$ cat src/rtl/pc_fetch_unit.sv
// pc_fetch_unit: architectural PC register and one-instruction-at-a-time
// fetch sequencer. Requests the word at PC, holds it for decode, then commits
// the next PC supplied by new_pc. Stops on the halt encoding or on a
// misaligned next-PC.
module pc_fetch_unit #(
  parameter logic [63:0] RESET_PC   = 64'd0,
  parameter logic [31:0] HALT_INSTR = 32'h0000_0000
) (
  input  logic        clk,
  input  logic        reset,
  input  logic [63:0] new_PC,
  input  logic        stall,
  output logic        imem_req_valid,
  input  logic        imem_req_ready,
  output logic [63:0] imem_req_addr,
  input  logic        imem_rsp_valid,
  input  logic [31:0] imem_rsp_data,
  output logic [63:0] PC,
  output logic [31:0] instr,
  output logic        instr_valid,
  output logic        halted,
  output logic        misaligned,
  output logic [31:0] retired_count
);

  typedef enum logic [2:0] {
    S_START  = 3'd0,
    S_FETCH  = 3'd1,
    S_WAIT   = 3'd2,
    S_ISSUE  = 3'd3,
    S_HALTED = 3'd4
  } state_t;

  state_t      state_q, state_d;
  logic [63:0] pc_q, pc_d;
  logic [31:0] instr_q, instr_d;
  logic        misaligned_q, misaligned_d;
  logic [31:0] retired_count_q, retired_count_d;
  logic        req_valid_q, req_valid_d;
  logic        instr_valid_q, instr_valid_d;
  logic        halted_q, halted_d;

  // Next-state and datapath update for the fetch sequencer.
  always_comb begin
    state_d         = state_q;
    pc_d            = pc_q;
    instr_d         = instr_q;
    misaligned_d    = misaligned_q;
    retired_count_d = retired_count_q;
    case (state_q)
      S_START: begin
        state_d = S_FETCH;
      end
      S_FETCH: begin
        // A response seen here is stale or unsolicited and is dropped.
        if (imem_req_ready) begin
          state_d = S_WAIT;
        end
      end
      S_WAIT: begin
        if (imem_rsp_valid) begin
          instr_d = imem_rsp_data;
          state_d = (imem_rsp_data == HALT_INSTR) ? S_HALTED : S_ISSUE;
        end
      end
      S_ISSUE: begin
        if (!stall) begin
          if (new_PC[1:0] != 2'b00) begin
            misaligned_d = 1'b1;
            state_d      = S_HALTED;
          end else begin
            pc_d            = new_PC;
            retired_count_d = retired_count_q + 32'd1;
            state_d         = S_FETCH;
          end
        end
      end
      S_HALTED: begin
        state_d = S_HALTED;
      end
      default: begin
        state_d = S_START;
      end
    endcase
  end

  // Status outputs are registered from the next state so they line up with state_q.
  always_comb begin
    req_valid_d   = (state_d == S_FETCH);
    instr_valid_d = (state_d == S_ISSUE);
    halted_d      = (state_d == S_HALTED);
  end

  // State and datapath registers with asynchronous reset.
  always_ff @(posedge clk or posedge reset) begin
    if (reset) begin
      state_q         <= S_START;
      pc_q            <= RESET_PC;
      instr_q         <= '0;
      misaligned_q    <= 1'b0;
      retired_count_q <= '0;
      req_valid_q     <= 1'b0;
      instr_valid_q   <= 1'b0;
      halted_q        <= 1'b0;
    end else begin
      state_q         <= state_d;
      pc_q            <= pc_d;
      instr_q         <= instr_d;
      misaligned_q    <= misaligned_d;
      retired_count_q <= retired_count_d;
      req_valid_q     <= req_valid_d;
      instr_valid_q   <= instr_valid_d;
      halted_q        <= halted_d;
    end
  end

  assign imem_req_valid = req_valid_q;
  assign imem_req_addr  = pc_q;
  assign PC             = pc_q;
  assign instr          = instr_q;
  assign instr_valid    = instr_valid_q;
  assign halted         = halted_q;
  assign misaligned     = misaligned_q;
  assign retired_count  = retired_count_q;

endmodule

$ cat config.mk
export PLATFORM = sky130hd
export DESIGN_NAME = pc_fetch_unit
export DESIGN_NICKNAME = d
export VERILOG_FILES = /design/src/rtl/pc_fetch_unit.sv
export SDC_FILE = /design/constraint.sdc
export NUM_CORES = 1
export LEC_CHECK = 0
export BUFFER_PORTS_ARGS = -buffer_cell sky130_fd_sc_hd__buf_2
export CORE_ASPECT_RATIO = 2
export CORE_MARGIN = 8
export CORE_UTILIZATION = 33
export DETAILED_ROUTE_END_ITERATION = 7
export GPL_ROUTABILITY_DRIVEN = 0
export HOLD_SLACK_MARGIN = 0.1
export SYNTH_ARGS = -nofsm -noshare
export SYNTH_HDL_FRONTEND = slang
export SYNTH_SLANG_ARGS = --single-unit
$ cat constraint.sdc
create_clock -name clk -period 8.95 [get_ports clk]
set_input_delay 2.2375 -clock clk [delete_from_list [all_inputs] [get_ports clk]]
set_output_delay 2.2375 -clock clk [all_outputs]
set_load 0.1 [all_outputs]
After elaboration in Yosys (flattened, before gate mapping)
Index checks and enable logic that the tools add are counted.
{ "word_totals": {"reg_bits": 135, "inputBits": 101} }
{ "classes": {"addsub": 1, "n_eq_ne": 7, "muxes": 6, "bitwise_logic": 2, "reduce_logical": 6} }
{ "ops": {"columns": ["operator", "count"], "rows": [
  ["adder 32 x 1 -> 32 bit, second input constant", 1],
  ["zero test 32 bit", 1],
  ["two-way mux 3 bit", 5],
  ["case mux 3 bit (5 select lines)", 1],
  ["equality test 3 x 2 -> 1 bit, second input constant", 3],
  ["equality test 3 x 1 -> 1 bit, second input constant", 2],
  ["equality test 3 bit, second input constant", 2],
  ["AND reduction 3 bit", 2],
  ["zero test 3 bit", 1],
  ["inverter 1 bit", 2],
  ["AND reduction 2 bit", 1],
  ["nonzero test 2 bit", 1]
]} }

Longest topological paths before layout
{ "logic_depth": {"word_depth": 5, "depth_mapped": 7} }

Worst setup path before layout
No wires, ideal clock.
{ "synth_path": {"path_type": "input port to flip-flop", "startpoint": "input new_PC[0]", "endpoint": "register pc_q[10] (netlist: PC[10])", "setup_ns": 0.126, "arrival_ns": 3.466, "required_ns": 8.824, "path_slack_ns": 5.358, "cell_stages": 6, "n_path_buf": 3, "path_cell_list": "or2_2 or2_1 clkbuf_1 buf_6 buf_6 mux2_4"} }
{ "synth_between": {"elab_chain_cells": 3} }
{ "synth_lines": {"columns": ["element", "line", "text"], "rows": [
  ["start, declared", "11", "input logic [63:0] new_PC,"],
  ["nonzero test 2 bit", "68", "if (new_PC[1:0] != 2'b00) begin"],
  ["inverter 1 bit (no line)", null, null],
  ["AND reduction 3 bit (no line)", null, null],
  ["end signal, assigned", "107", "pc_q <= pc_d;"],
  ["end, declared", "35", "logic [63:0] pc_q, pc_d;"]
]} }
Every way passes these cells.
A chain may end at the register's enable or synchronous reset.

Worst setup path in the final report
{ "layout_path": {"startpoint": "input new_PC[0]", "endpoint": "register retired_count_q[31] (netlist: retired_count[31])"} }
{ "layout_between": {"elab_chain_cells": 3} }
{ "layout_lines": {"columns": ["element", "line", "text"], "rows": [
  ["nonzero test 2 bit", "68", null],
  ["inverter 1 bit (no line)", null, null],
  ["AND reduction 3 bit (no line)", null, null],
  ["end signal, assigned", "110", "retired_count_q <= retired_count_d;"],
  ["end, declared", "38", "logic [31:0] retired_count_q, retired_count_d;"]
]} }
Every way passes these cells.

==> results.ini <==
[final_layout]
most_common_cell_after_layout_fill_and_taps_aside = buf_2
top_library_cells_by_usage_in_the_layout_fill_and_taps_aside = buf_2, dfrtp_1, mux2_2
n_fill_cell = 1710
proportion_of_layout_cells_with_a_drive_suffix_above_1_pct = 62.7
multi_input_area_sq_mm = 0.00202
areaGrowthSynthToFinish_pct = 28.9
seq_area_sq_mm = 0.00338
layout.nets = 776

[synth]
syn_inst = 438
yosys_register_bits = 135
synth.cell_area_sq_mm = 0.00600
ys.warnings.count = 0
synth_compound_area_share_pct = 1.04
distinct_cells_synth = 33
syn-mean-instance-area_sq_um = 13.7
synthMuxAreaShare_pct = 19.6
ys_seq_area_share_pct = 56.3
synth-xor-area-share_pct = 4.52
post_synth_fa_ha_maj_area_fraction_pct = 0.208
synth_top_family_by_area = multiplexers
synth_simple_gate_area_share_pct = 8.27
synth_nets = 540

[setup_path]
worst_ep_required_time_ps = 9240
timing.critical_path.arrival_ps = 3880
worst-r2r-cell-count = 4
worst_setup_path_startpoint = new_PC[0]
cp-start-kind = input port
r2r_setup_slack_ps = 6800
r2r_start = state_q[2]
crit_path_end = retired_count[31]
cp_max_fo = 15
critical_path.endpoint_type = flip-flop
worst_r2r_endpoint = PC[59]
crit_type = input port to flip-flop

[timing]
layout_min_cycle_time_ps = 3590
max_slew.worst_pin.slew_ps = 1010
setup_slack_ps = 5360
timing.clock.skew_ps = 10.8
rsz0062_at_grt = false
timing_max_transition_violations_final = 0
max_slew_margin_pct = 32.8
timing.setup.tns_ps = 0
fmax_mhz = 279
finalSetupViolCount = 0
hold_viol = 0
final_period_util_pct = 40.1

[clock_network]
clock_latency_ps = 410
cts_bufs_inserted = 17
holdBufCountCts = 0
clock_pin_slew_of_the_registers_on_the_worst_case_setup_and_hold_paths_ps = 60
clock_tree_from_tritoncts = built
cts_resized = 0
post-cts-setup-buffer-count = 0
clock_tree.htree_level_count = 4
clk_root_buffer_cell = clkbuf_16
cts.sink_count = 135
max-clock-path-buffers = 2

[global_route]
antenna_found_initial = 1
grt_max_degree = 82
gr-usage-all-layers_pct = 14.0
grt_remaining_overflow = 0
grt_pass1_vias = 4642
grt_first_pass_wirelength_um = 25800

[routing]
drc = 0
wire_per_inst_um = 17.9
detailedRoute.firstIterationViolations = 156
drt_pass1_iterations = 4
detail_route.wirelength_um = 16200
num_vias = 4240
post_drt_via_cell_ratio = 4.70
antenna_violating_nets_post_route = 0

[run_status]
run_status = finished clean

[placed_design]
place_worst_setup_slack_ps = 4920
detailed_place_hpwl_um = 12500
port_buffers = 296

[floorplanning]
fp.dieW_um = 111
die_height_um = 207
initial_utilization_pct = 33.3
pin_count = 297
overall_die_area_sq_mm = 0.0230
core_region_area_sq_mm = 0.0180
core.rowCount = 70

[job]
max-cap-violations = 0

[hold_path]
hold_class = flip-flop to flip-flop

## kinds of logic (layout without fill, tap and decap cells)
family          count (synthesis)  count (layout)
compound gates                  9               9
simple gates                   81              81
flops                         135             135
mux                            96              96
buf+inv                        85             333
xor+xnor                       31              31
fa+ha+maj                       1               1
other cells                     0               1
## critical path, stage by stage
cell	delay (ps)
buf_2	100
or2_2	330
nor3_2	790
nand4_1	230
xnor2_1	180
## layout make-up
cell class                 instances  share of cell area (%)
antenna                            1                  0.0323
clock buffer                      22                    6.00
clock inverter                     9                    1.00
inverter                           3                   0.210
multi-input combinational        218                    26.2
sequential                       135                    43.7
tap                              216                    3.49
timing repair buffer             299                    19.4
## registers in the layout, summed over array words and instances, names as in the netlist
signal	flops
imem_req_valid	1
instr_valid	1
PC	64
misaligned	1
halted	1
instr	32
state_q	3
retired_count	32
## synthesized netlist by cell type
cell       instances  area (sq um)
mux2_1             1          11.3
nand4bb_2          1          16.3
and4_1             6          52.6
a21o_1             1          7.51
ha_1               1          12.5
clkbuf_1           3          11.3
and3_1             6          37.5
inv_1              3          11.3
xor2_1             2          17.5
or2_2              2          12.5
mux2_4            26           390
nor3_2             2          20.0
xnor2_1           29           254
o21ai_0            3          15.0
or2_1              1          6.26
nand2_1            8          30.0
mux2_2            69           777
and3b_1            1          8.76
o211a_1            1          10.0
nand3_1           10          50.1
dfrtp_1          135          3380
or3b_2             1          8.76
buf_2             11          55.1
and2_1             8          50.1
nor4_1             8          50.1
nor3_1             2          10.0
o31a_1             2          17.5
a21oi_1            1          5.00
buf_6              4          45.0
buf_4             64           480
o21bai_1           1          7.51
nand4_1           20           125
nor2_1             5          18.8
## metrics by stage
step | instances | hold slack (ps) | utilization, % | area, sq um
CTS | 902 | 477 | 42.9 | 7730
global placement | 871 | 447 | 39.9 | 7190
finish | 903 | 471 | 42.9 | 7740
floorplan | 438 | 562 | - | 6000
global route | 902 | 508 | 42.9 | 7730
detailed placement | 871 | 454 | 39.9 | 7190
## metal layers
layer  track usage [%]  part of all wire [%]
met2              21.9                    47
met3              7.61                    12
met1              16.0                    40
met5                 0                     0
met4              4.65                   1.0
## how the worst min path moves through the flow
stage,from,to,cells past startpoint
global route,retired_count[31],retired_count[31],1
floorplan,state_q[2],halted,1
global placement,misaligned,misaligned,1
CTS,misaligned,misaligned,1
detailed placement,misaligned,misaligned,1
finish,misaligned,misaligned,1
Power is left out: the tool's default activity adds up to more than one toggle a clock period on the data nets, which glitch-free logic cannot reach.
